--- src/rtl/e06_sweep_ctrl.sv ---
// Exhaustive sweep sequencer for a 4-input/3-output combinational block.
// Walks codes 0..15, settles, samples f/g/h into truth-table maps and scores them.
module e06_sweep_ctrl #(
    parameter int          SETTLE_CYCLES = 1,
    parameter logic [15:0] EXP_F         = 16'h0000,
    parameter logic [15:0] EXP_G         = 16'h0000,
    parameter logic [15:0] EXP_H         = 16'h0000
) (
    input  logic        clk,
    input  logic        rst,
    input  logic        start,
    input  logic        abort,
    input  logic        step_mode,
    input  logic        step,
    input  logic        f_in,
    input  logic        g_in,
    input  logic        h_in,
    output logic        a,
    output logic        b,
    output logic        c,
    output logic        d,
    output logic        busy,
    output logic        done,
    output logic        pass,
    output logic [4:0]  err_count,
    output logic [3:0]  first_err,
    output logic [15:0] f_map,
    output logic [15:0] g_map,
    output logic [15:0] h_map
);

    typedef enum logic [2:0] {
        IDLE,
        SETTLE,
        SAMPLE,
        HOLD,
        FINISH
    } state_t;

    localparam logic [7:0] SETTLE_RELOAD = 8'(SETTLE_CYCLES - 1);

    state_t     state;
    state_t     state_next;
    logic [3:0] code;
    logic [7:0] settle_cnt;
    logic       start_sweep;
    logic       sample_now;
    logic       advance;
    logic       aborting;
    logic       mismatch;

    always_ff @(posedge clk or posedge rst) begin
        if (rst) begin
            state <= IDLE;
        end else begin
            state <= state_next;
        end
    end

    // Abort outranks every other transition, including a simultaneous start in IDLE.
    always_comb begin
        state_next  = state;
        start_sweep = 1'b0;
        sample_now  = 1'b0;
        advance     = 1'b0;
        aborting    = 1'b0;
        if (abort && state != IDLE) begin
            aborting   = 1'b1;
            state_next = IDLE;
        end else begin
            case (state)
                IDLE: begin
                    if (start && !abort) begin
                        start_sweep = 1'b1;
                        state_next  = SETTLE;
                    end
                end
                SETTLE: begin
                    if (settle_cnt == 8'd0) begin
                        state_next = SAMPLE;
                    end
                end
                SAMPLE: begin
                    sample_now = 1'b1;
                    if (code == 4'd15) begin
                        state_next = FINISH;
                    end else if (step_mode) begin
                        state_next = HOLD;
                    end else begin
                        advance    = 1'b1;
                        state_next = SETTLE;
                    end
                end
                HOLD: begin
                    if (step || !step_mode) begin
                        advance    = 1'b1;
                        state_next = SETTLE;
                    end
                end
                FINISH: begin
                    state_next = IDLE;
                end
                default: begin
                    state_next = IDLE;
                end
            endcase
        end
    end

    assign mismatch = (f_in != EXP_F[code]) || (g_in != EXP_G[code]) || (h_in != EXP_H[code]);

    always_ff @(posedge clk or posedge rst) begin
        if (rst) begin
            code       <= 4'd0;
            settle_cnt <= 8'd0;
            done       <= 1'b0;
            pass       <= 1'b0;
            err_count  <= 5'd0;
            first_err  <= 4'd0;
            f_map      <= 16'h0000;
            g_map      <= 16'h0000;
            h_map      <= 16'h0000;
        end else begin
            done <= 1'b0;
            if (aborting) begin
                pass <= 1'b0;
            end else if (start_sweep) begin
                code       <= 4'd0;
                settle_cnt <= SETTLE_RELOAD;
                pass       <= 1'b0;
                err_count  <= 5'd0;
                first_err  <= 4'd0;
                f_map      <= 16'h0000;
                g_map      <= 16'h0000;
                h_map      <= 16'h0000;
            end else begin
                if (state == SETTLE && settle_cnt != 8'd0) begin
                    settle_cnt <= settle_cnt - 8'd1;
                end
                if (sample_now) begin
                    f_map[code] <= f_in;
                    g_map[code] <= g_in;
                    h_map[code] <= h_in;
                    if (mismatch) begin
                        err_count <= err_count + 5'd1;
                        if (err_count == 5'd0) begin
                            first_err <= code;
                        end
                    end
                end
                if (advance) begin
                    code       <= code + 4'd1;
                    settle_cnt <= SETTLE_RELOAD;
                end
                // err_count already holds the code-15 result by the time FINISH is reached.
                if (state == FINISH) begin
                    done <= 1'b1;
                    pass <= (err_count == 5'd0);
                end
            end
        end
    end

    assign busy = (state != IDLE);
    assign a    = code[3];
    assign b    = code[2];
    assign c    = code[1];
    assign d    = code[0];

endmodule

--- config.mk ---
export PLATFORM = sky130hd
export DESIGN_NAME = e06_sweep_ctrl
export DESIGN_NICKNAME = d
export VERILOG_FILES = /design/src/rtl/e06_sweep_ctrl.sv
export SDC_FILE = /design/constraint.sdc
export NUM_CORES = 1
export LEC_CHECK = 0
export ABC_AREA = 1
export ABC_CLOCK_PERIOD_IN_PS = 2150
export CORE_AREA = 2 2 110 80
export DETAILED_ROUTE_END_ITERATION = 7
export DIE_AREA = 0 0 112 82
export HOLD_SLACK_MARGIN = 0.15
export PLACE_DENSITY = 0.87
export SETUP_SLACK_MARGIN = 0.15
export SYNTH_ARGS = -nofsm -noshare
export SYNTH_HDL_FRONTEND = slang
export SYNTH_SLANG_ARGS = --single-unit
--- constraint.sdc ---
create_clock -name clk -period 2.15 [get_ports clk]
set_clock_uncertainty 0.15 [all_clocks]
set_input_delay 0.215 -clock clk [delete_from_list [all_inputs] [get_ports clk]]
set_output_delay 0.215 -clock clk [all_outputs]
set_load 0.005 [all_outputs]
# [After elaboration in Yosys (flattened, before gate mapping)]
# Memory sizes are Yosys's and may differ from the RTL's.
# Cells that the tools add are included.
[op_classes] n_reduce_logical=26 add_sub_neg=3 n_eq_ne=11 n_mux=48 n_lt_le_gt_ge=2 n_bitwise=1
[ops] op="16-bit two-way mux" n=6
[ops] op="16-bit bitwise mux" n=3
[ops] op="4-bit two-way mux" n=6
[ops] op="8-bit two-way mux" n=3
[ops] op="1-bit two-way mux" n=18
[ops] op="3-bit two-way mux" n=5
[ops] op="5-bit two-way mux" n=3
[ops] op="3-bit one-hot mux with 4 select lines" n=1
[ops] op="3-bit inequality test, second input constant" n=3
[ops] op="3-bit nonzero test" n=3
[ops] op="8-bit logical NOT" n=1
[ops] op="2-bit nonzero test" n=4
[ops] op="8-bit nonzero test" n=1
[ops] op="8-bit by 1-bit subtractor with 8-bit output, second input constant" n=1
[ops] op="3-bit by 2-bit equality test with 1-bit output, second input constant" n=2
[ops] op="2-bit AND reduction" n=3
[ops] op="3-bit AND reduction" n=2
[ops] op="5-bit by 1-bit adder with 5-bit output, second input constant" n=1
[ops] op="5-bit logical NOT" n=1
[ops] op="4-bit by 5-bit less-than comparator with 1-bit output, second input constant" n=1
[ops] op="4-bit by 1-bit adder with 4-bit output, second input constant" n=1
[ops] op="1-bit demux with 4-bit select" n=1
[ops] op="4-bit equality test, second input constant" n=1
[ops] op="4-bit by 1-bit >= comparator with 1-bit output, second input constant" n=1
[ops] op="other kinds (11)" n=19
[totals] romBits=16 register_bits=74 in_bits=9 memories=1
[mem_list] memory="(name not given)" depth=16 word_bits=1 rd=1 rd_clocked_by_memory_dff=0 wr=0 line="110" source="assign mismatch = (f_in != EXP_F[code]) || (g_in != EXP_G[code]) || (h_in != EXP_H[code]);"

# [Depth between registers and ports, before layout]
# Gate-level depths: netlist of the first run.
[depth] depth_word=8 ltp_mapped=9 depth_no_buf=9

# [Worst setup path before layout of the first run]
# No wires, ideal clock.
[synth_timing] path_type="register to register" startpoint="register code[1]" endpoint="register settle_cnt[0]" setup_ns=0.118 stages_incl_launch_ff=9 required_time_ns=1.882 arrival_time_ns=1.363 path_buffers=1 setup_slack_ns=0.519 cell_sequence="dfrtp_1 > ha_1 > nand3_2 > nand2_1 > o21bai_4 > nand2_4 > buf_6 > nand4_1 > nand2_1"
[synth_via] elab_chain_cells=6 elab_cells_between_ends=8 cone_classes="1 x eq/ne; 5 x mux; 2 x reduce/logical"
[synth_lines] element="start: declaration" line="44" source="logic [3:0] code;"
[synth_lines] element="start signal: assignment" line="152" source="code <= code + 4'd1;"
[synth_lines] element="4-bit equality test (*)" line="85" source="if (code == 4'd15) begin"
[synth_lines] element="1-bit two-way mux (*)" line="85"
[synth_lines] element="1-bit one-hot mux with 2 select lines (*)" line="71" source="case (state)"
[synth_lines] element="1-bit two-way mux (*)" line="67" source="if (abort && state != IDLE) begin"
[synth_lines] element="3-bit nonzero test (no line) / 8-bit two-way mux (equally long branches)"
[synth_lines] element="2-bit AND reduction (no line) / 8-bit two-way mux (equally long branches)"
[synth_lines] element="end signal: assignment" line="138" source="settle_cnt <= settle_cnt - 8'd1;"
[synth_lines] element="end: declaration" line="45" source="logic [7:0] settle_cnt;"
# Mark *: on every way between the ends. The rest lies on a longest branch, timed or not.
# A chain may end at the register's enable or synchronous reset.

# [Final worst setup path of the first run]
[layout_timing] startpoint="register state[1]" endpoint="output busy"
[layout_via] elab_chain_cells=1
[layout_lines] element="start: declaration" line="42" source="state_t state;"
[layout_lines] element="start signal: assignment" line="56" source="state <= state_next;"
[layout_lines] element="3-bit nonzero test" line="164" source="assign busy = (state != IDLE);"
[layout_lines] element="end: declaration" line="22" source="output logic busy,"
# Every way passes these cells.

==> impl_metrics.ini, run 1 <==
[outcome]
run_status = finished clean

[floorplan]
floorplan.io_pins = 73
start_util = 0.453
core_area_um2 = 8200
die_area_um2 = 9180
die_width_um = 112
fp.dieH_um = 82
std_cell_rows = 28

[setup_path]
r2r_end = code[1]
worst_setup_path_end_kind = output port
r2r_setup_slack_ns = 0.27
critical_path_arrival_ns = 1.57
critPathLaunch = state[1]
path_class = reg2out
crit-reg2reg-launch = code[1]
timing.reg2reg.worst_path_depth = 7
critPathLaunchType = register
critical_path.endpoint = busy
timing.critical_path.required_ns = 1.78
crit_path_max_fanout = 5

[sta]
tightest_slew_ns = 0.382
final_layout_setup_total_negative_slack_ns = 0
setup_repair_after_global_routing_missed_its_margin = no
hold_viol = 0
finalCriticalPeriod_ns = 1.93
timing_max_transition_violations_final = 0
maxClockFrequency_ghz = 0.518
slew-limit-headroom = 0.745
setup_viol = 0
setup_slack_ns = 0.219
layout_worst_path_cycle_share = 0.898

[synthesis]
synth_most_common_cell = nand2_1
synth-seq-area-share = 0.499
yosys.cell_types.count = 30
netlist_area_um2 = 3710
yosys.area.top_type = dfrtp_1
postSynth.topFlopCell = dfrtp_1
synth_common_cells = nand2_1 (179), dfrtp_1 (74), inv_1 (34), nor2_1 (33), nand4_1 (25)
number_of_enable_type_register_cells_in_the_synthesized_netlist = 0
synth.top_cell.area_share = 0.499
synth_nets = 464
synth-warning-count = 0
post_synth_inst_count = 447
asyncSetResetFlopFracSynth = 1.00
synth_seq_cells = 74
post_synth_main_area_contributors = dfrtp_1 (50%), nand2_1 (18%), nand4_1 (4.2%)
synthesis.area_per_instance_um2 = 8.30

[cts]
clockRootBuffer = clkbuf_16
htree_levels = 3
cts_made_buffers = 9
cts_sinks = 74
clock_path_buffers = 2
insertion_delay_ns = 0.33
cts.clk_slew.worst_paths_ns = 0.06
tritoncts = built

[finish]
layout-area-overhead-vs-synth_pct = 31.2
num_antenna_cells = 0
area_taken_by_multi_input_logic_gates_um2 = 1610
register_area_um2 = 1850
final_net_count = 542
drive_gt1_frac = 0.104
layout.core_utilization = 0.594
final_cells = 635
fillerInstances = 699

[route]
drc_errors = 0
wire_per_inst_um = 15.2
routed-via-count = 3316
drt_iter0_drc = 236
number_of_iterations_in_the_first_detailed_routing_pass = 5
detail_route.wirelength_um = 9680
post_drt_via_cell_ratio = 5.22
detail-route-antenna-nets = 0

[placement]
place.port_buffers = 72
dp_hpwl_um = 6800
place_inst = 618
place_congestion = 0.871
preCtsSetupSlack_ns = 0.158

[job]
max_cap_viol_count = 0

[power_and_ir_drop]
lkg_pwr_nw = 2.42
design_power_total_mw = 4.30
power.density_cell_area_nw_per_um2 = 883
vdd.ir_drop.worst_uv = 442

[worst_hold_path]
worstHoldPathCells = 2
hold_class = reg2reg

[grt]
overflow = 0
grt_first_pass_wirelength_um = 15700
antenna_violations_before_repair = 0
grt_max_degree = 61
first_global_vias = 3213
grt_usage = 0.218
metal layers:
layer	up-vias	global-route usage	wire length [um]
met2	151	0.348	4400
met5	-	0	0
li1	1577	-	-
met4	0	0.0732	189
met3	18	0.0517	662
met1	1570	0.297	4430
worst min-delay path by stage:
stage / start / end / slack (ns)
detailed placement: g_map[5] / g_map[5] / 0.31
global placement: h_map[0] / h_map[0] / 0.31
finish: f_map[8] / f_map[8] / 0.32
global route: f_map[3] / f_map[3] / 0.35
CTS: g_map[5] / g_map[5] / 0.32
floorplan: f_in / f_map[2] / 0.23
per-stage QoR:
| step | hold WS, ns | instance area [um2] |
|---|---|---|
| after global routing | 0.347 | 4870 |
| after floorplan | 0.231 | 3710 |
| after global placement | 0.310 | 4520 |
| after detailed placement | 0.308 | 4520 |
| final | 0.323 | 4870 |
| after CTS | 0.322 | 4870 |
cells by family (layout without fill, tap and decap cells):
logic type,count (synthesis),count (layout),share of synthesized area
simple gates,272,272,0.325
flops,74,74,0.499
buf+inv,50,133,0.0678
compound gates,38,38,0.0695
fa+ha+maj,8,8,0.0270
xor+xnor,5,5,0.0118
layout make-up:
type	instances	area share
Clock buffer	13	0.0555
Clock inverter	3	0.0141
Inverter	38	0.0306
Multi-Input combinational cell	323	0.330
Sequential cell	74	0.381
Tap cell	105	0.0270
Timing Repair Buffer	79	0.162
power breakdown:
part	leakage, nW	internal, mW	total (mW)	switching [mW]
registers	1.02	1.49	1.61	0.115
logic	1.23	0.382	0.996	0.614
clock network	0.166	1.12	1.69	0.578
critical path, stage by stage, from the launching register on:
cell and delay, ns:
dfrtp_1 0.46, inv_1 0.12, nand2_1 0.14, clkdlybuf4s50_1 0.52
flip-flops by register name (all words and copies together), names as in the netlist:
| signal | cells |
|---|---|
| h_map | 16 |
| done | 1 |
| pass | 1 |
| settle_cnt | 8 |
| f_map | 16 |
| first_err | 4 |
| state | 3 |
| err_count | 5 |
| g_map | 16 |
| code | 4 |
placed cells by master, fill, tap and decap left out, types with 7 or more instances in the layout:
cell type / count
nand2_1: 179
dfrtp_1: 72
clkdlybuf4s50_1: 72
inv_1: 33
nor2_1: 33
nand4_1: 25
nand3_1: 19
o21ai_0: 13
a21oi_2: 9
clkbuf_16: 9
ha_1: 8
a21oi_1: 7
timing repair:
item | 4_1_cts | 5_1_grt
hold buffers | 1 | 0
gates resized for setup | 0 | 3
buffers inserted | 0 | 0
endpoints found under the hold margin | 14 | 0
endpoints found under the setup margin | 0 | 4
Power figures use the tool's default switching activity.
==> run 2: changes to the inputs <==
- GPL_TIMING_DRIVEN: unset -> 0
==> run 2 against run 1 <==
  * Global-route usage rose by 0.57 points
  * Largest cell class unchanged
  * Final area rose by 0.49%
  * Largest power group is now sequential cells
  * Utilization rose by 0.29 points
==> impl_metrics.ini, run 2 (same netlist as run 1, synthesis figures left out) <==
[finish]
fillerInstances = 690
layout.cells.most_common = nand2_1
final_cells = 641
largest_registers = f_map: 16 flops, g_map: 16 flops, h_map: 16 flops
layout-area-overhead-vs-synth_pct = 31.9
most_frequent_cells_in_the_layout = nand2_1 (179), dfrtp_1 (73), clkdlybuf4s50_1 (71)
final_net_count = 548
drive_gt1_frac = 0.116
num_antenna_cells = 0

[cts]
tritoncts = built
clock_path_buffers = 2
htree_levels = 3
post-cts-setup-buffers = 0
insertion_delay_ns = 0.33
cts.clk_slew.worst_paths_ns = 0.06
clockRootBuffer = clkbuf_16
cts_made_buffers = 9
cts_sinks = 74

[setup_path]
crit_path_frequent_cell = nand2_1
worst_setup_path_end_kind = register
critical_path.cell_chain = ha_1 -> nand3_2 -> nand2_1 -> o21bai_4 -> nand2_4 -> buf_6 -> nand4_1 -> nand2_1
critical_path_arrival_ns = 1.97
cp_peak_stage_delay_ns = 0.47
critPathLaunchType = register
worst_path_max_delay_cell = dfrtp_1
crit_path_max_fanout = 10
timing.critical_path.required_ns = 2.22
path_class = reg2reg

[power_and_ir_drop]
power_report.internal_total_mw = 2.84
power.density_cell_area_nw_per_um2 = 854
combinationalPowerShare = 0.252
vdd.ir_drop.worst_uv = 628
lkg_pwr_nw = 2.43
seq_power_share = 0.385
netSwitchingPower_mw = 1.34
power.clock.fraction = 0.363
switching_share = 0.322

[grt]
antenna_violations_before_repair = 0
grt_first_pass_wirelength_um = 16200
overflow = 0
grt_max_degree = 45
first_global_vias = 3342
grt_usage = 0.224

[route]
drc_errors = 0
routed-via-count = 3373
drt_iter0_drc = 273
number_of_iterations_in_the_first_detailed_routing_pass = 5
post_drt_via_cell_ratio = 5.26
detail-route-antenna-nets = 0
wire_per_inst_um = 15.3
detail_route.wirelength_um = 9820

[sta]
timing_max_transition_violations_final = 0
slew-limit-headroom = 0.529
maxClockFrequency_ghz = 0.525
layout_worst_path_cycle_share = 0.885
hold_viol = 0
tightest_slew_ns = 0.705
final_layout_setup_total_negative_slack_ns = 0
setup_viol = 0
finalCriticalPeriod_ns = 1.90
setup_slack_ns = 0.247
setup_repair_after_global_routing_missed_its_margin = no

[floorplan]
floorplan.io_pins = 73
core_area_um2 = 8200
fp.dieH_um = 82
die_width_um = 112
start_util = 0.453
std_cell_rows = 28
die_area_um2 = 9180

[job]
max_cap_viol_count = 0

[placement]
preCtsSetupSlack_ns = 0.267
place.port_buffers = 71
dp_hpwl_um = 7000
place_congestion = 0.938
place_inst = 624

[outcome]
run_status = finished clean

[worst_hold_path]
hold_class = in2async
## run 2: cell count changes in the layout (fill, tap and decap cells not counted), moves of 2 or more
cell	before	now
buf_6	0	7
buf_2	0	4
buf_4	5	1
clkinvlp_4	1	4
clkbuf_8	3	1
## run 2: critical path: cells and delay by family, from the launching register on
| kind | cells | cell delay, ns |
|---|---|---|
| AOI/OAI and AO/OA | 1 | 0.21 |
| adders and majority gates | 1 | 0.29 |
| buffers and inverters | 1 | 0.16 |
| DFF | 1 | 0.47 |
| and+or+nand+nor | 5 | 0.50 |
## run 2: cell type report
cell class              instances  area (um2)  area share
clock buffers                  10         239      0.0488
well taps                     105         131      0.0268
clock inverters                 6        66.3      0.0136
flip-flops and latches         74        1850       0.379
multi-input cells             323        1610       0.329
plain buffers                  12         106      0.0217
inverters                      38         149      0.0304
repair buffers                 73         741       0.151
## run 2: power by group through the flow
| stage | clock, mW | combinational (mW) | sequential (mW) |
|---|---|---|---|
| 2_1_floorplan | 0 | 0.641 | 1.61 |
| 3_3_place_gp | 0 | 0.980 | 1.63 |
| 3_5_place_dp | 0 | 1.03 | 1.63 |
| 4_1_cts | 1.53 | 1.05 | 1.61 |
| 5_1_grt | 1.58 | 1.16 | 1.62 |
| 6_report | 1.52 | 1.05 | 1.61 |
## run 2: worst paths after layout
check | to | slack, ns | depth (start not counted) | from
hold / removal | err_count[3] | 0.20 | 2 | rst
setup / recovery | settle_cnt[3] | 0.25 | 8 | code[1]
max in group asynchronous | f_map[2] | 1.01 | 3 | rst
min in group clk | f_map[9] | 0.32 | 2 | f_map[9]
hold reg to reg | f_map[9] | 0.32 | 2 | f_map[9]
setup reg to reg | settle_cnt[3] | 0.25 | 8 | code[1]
## run 2: stage by stage
step	util	area, um2	power (mW)	hold slack [ns]
CTS	0.597	4890	4.18	0.211
finish	0.597	4890	4.18	0.196
floorplan	-	3710	2.25	0.231
detailed placement	0.558	4580	2.66	0.307
global route	0.597	4890	4.36	0.269
global placement	0.556	4560	2.61	0.307
## run 2: per-layer routing
metal	GRT usage	vias up	share of wire
li1	-	1599	-
met1	0.303	1631	0.46
met5	0	-	0
met3	0.0590	18	0.064
met4	0.0720	0	0.017
met2	0.356	125	0.46
## run 2: repair_timing
action,4_1_cts,5_1_grt
hold buffers,1,0
gates resized for setup,0,1
hold endpoints to repair,3,0
setup endpoints to repair,0,1
==> run 3: changes to the inputs <==
- CTS_CLUSTER_SIZE: unset -> 16
- PLACE_DENSITY: 0.87 -> unset
- PLACE_DENSITY_LB_ADDON: unset -> 0.3
==> run 3 against run 2 <==
  * Combinational power about the same
  * Routed wire length shrank 7.2%
  * Clock power down 4%
  * First-iteration DRC count shrank 33%
  * Via count shrank 3.6%
  * Setup slack improved by 0.025 ns
  * Hold slack gained 0.033 ns
==> impl_metrics.ini, run 3 (same netlist as run 1, synthesis figures left out) <==
[power_and_ir_drop]
combinationalPowerShare = 0.252
design_power_total_mw = 4.10
seq_power_share = 0.393
lkg_pwr_nw = 2.43
switching_share = 0.311
power_report.internal_total_mw = 2.83
netSwitchingPower_mw = 1.27
power.clock.fraction = 0.355
vdd.ir_drop.worst_uv = 473
power.density_cell_area_nw_per_um2 = 842

[floorplan]
std_cell_rows = 28
start_util = 0.453
floorplan.io_pins = 73
die_width_um = 112
fp.dieH_um = 82
core_area_um2 = 8200
die_area_um2 = 9180

[route]
drt_iter0_drc = 182
wire_per_inst_um = 14.2
detail_route.wirelength_um = 9110
number_of_iterations_in_the_first_detailed_routing_pass = 5
post_drt_via_cell_ratio = 5.08
routed-via-count = 3252
drc_errors = 0
detail-route-antenna-nets = 0

[cts]
insertion_delay_ns = 0.33
clockRootBuffer = clkbuf_16
htree_levels = 3
cts_made_buffers = 9
cts_sinks = 74
post-cts-setup-buffers = 0
clock_path_buffers = 2
tritoncts = built
cts.clk_slew.worst_paths_ns = 0.06

[sta]
tightest_slew_ns = 0.762
timing_max_transition_violations_final = 0
slew-limit-headroom = 0.491
hold_viol = 0
layout_worst_path_cycle_share = 0.873
maxClockFrequency_ghz = 0.532
final_layout_setup_total_negative_slack_ns = 0
finalCriticalPeriod_ns = 1.88
hold_ws_ns = 0.229
setup_viol = 0
setup_repair_after_global_routing_missed_its_margin = no

[finish]
layout.cells.most_common = nand2_1
design_area_um2 = 4880
num_antenna_cells = 0
final_net_count = 548
drive_gt1_frac = 0.112
largest_registers = f_map: 16 flops, g_map: 16 flops, h_map: 16 flops
layout-area-overhead-vs-synth_pct = 31.4
most_frequent_cells_in_the_layout = nand2_1 (179), dfrtp_1 (72), clkdlybuf4s50_1 (71)

[placement]
place.port_buffers = 71
dp_hpwl_um = 6620
postPlaceCellArea_um2 = 4580
place_congestion = 0.949

[setup_path]
crit_path_max_fanout = 5
r2r_end = settle_cnt[5]
path_class = reg2out
r2r_setup_slack_ns = 0.28
timing.reg2reg.worst_path_depth = 8
critPathLaunchType = register
crit-reg2reg-launch = code[1]
critical_path_arrival_ns = 1.51
worst_setup_path_end_kind = output port
timing.critical_path.required_ns = 1.78

[job]
max_cap_viol_count = 0

[grt]
grt_usage = 0.214
grt_max_degree = 42
grt_first_pass_wirelength_um = 15200
overflow = 0
antenna_violations_before_repair = 0
first_global_vias = 3063

[outcome]
run_status = finished clean

[worst_hold_path]
hold_class = in2async
[run 3: per-layer routing]
layer / vias to the layer above / track usage / part of all wire
li1: 1594 / - / -
met1: 1563 / 0.308 / 0.49
met2: 85 / 0.311 / 0.44
met3: 10 / 0.0686 / 0.058
met4: 0 / 0.0610 / 0.011
met5: - / 0 / 0
[run 3: repair_timing]
action,CTS,global route
hold endpoints to repair,3,0
hold buffers,1,0
endpoints found under the setup margin,0,2
resized for setup,0,2
[run 3: cell type report]
cell class	count	area, um2
Fill cell	743	3320
Sequential cell	74	1850
Multi-Input combinational cell	323	1610
Timing Repair Buffer	73	741
Clock buffer	12	246
Inverter	38	149
Tap cell	105	131
Buffer	12	106
Clock inverter	3	40.0
[run 3: how the worst max path moves through the flow]
stage               cells after the start            end  slack, ns  startpoint
finish                                  3           busy       0.27    state[1]
global route                            8  settle_cnt[5]       0.16     code[1]
CTS                                     3           busy       0.21    state[1]
detailed placement                      9       g_map[7]       0.23       start
global placement                        2       state[1]       0.07         rst
floorplan                               8  settle_cnt[0]       0.52     code[1]
[run 3: critical path: stages (launching register included)]
cell	delay, ns
dfrtp_2	0.43
inv_1	0.10
nand2_1	0.14
clkdlybuf4s50_1	0.52
[run 3: power groups by stage]
stage               combinational, mW  clock [mW]  sequential (mW)
floorplan                       0.641           0             1.61
global placement                 1.00           0             1.62
detailed placement               1.03           0             1.63
CTS                              1.04        1.48             1.61
global route                     1.16        1.55             1.62
finish                           1.04        1.46             1.61
[run 3: stage by stage]
stage | instances | worst slack, ns | utilization
6_report | 640 | 0.272 | 0.595
5_1_grt | 640 | 0.163 | 0.595
4_1_cts | 640 | 0.207 | 0.594
3_5_place_dp | 624 | 0.230 | 0.558
3_3_place_gp | 623 | 0.0661 | 0.556
2_1_floorplan | 447 | 0.519 | -
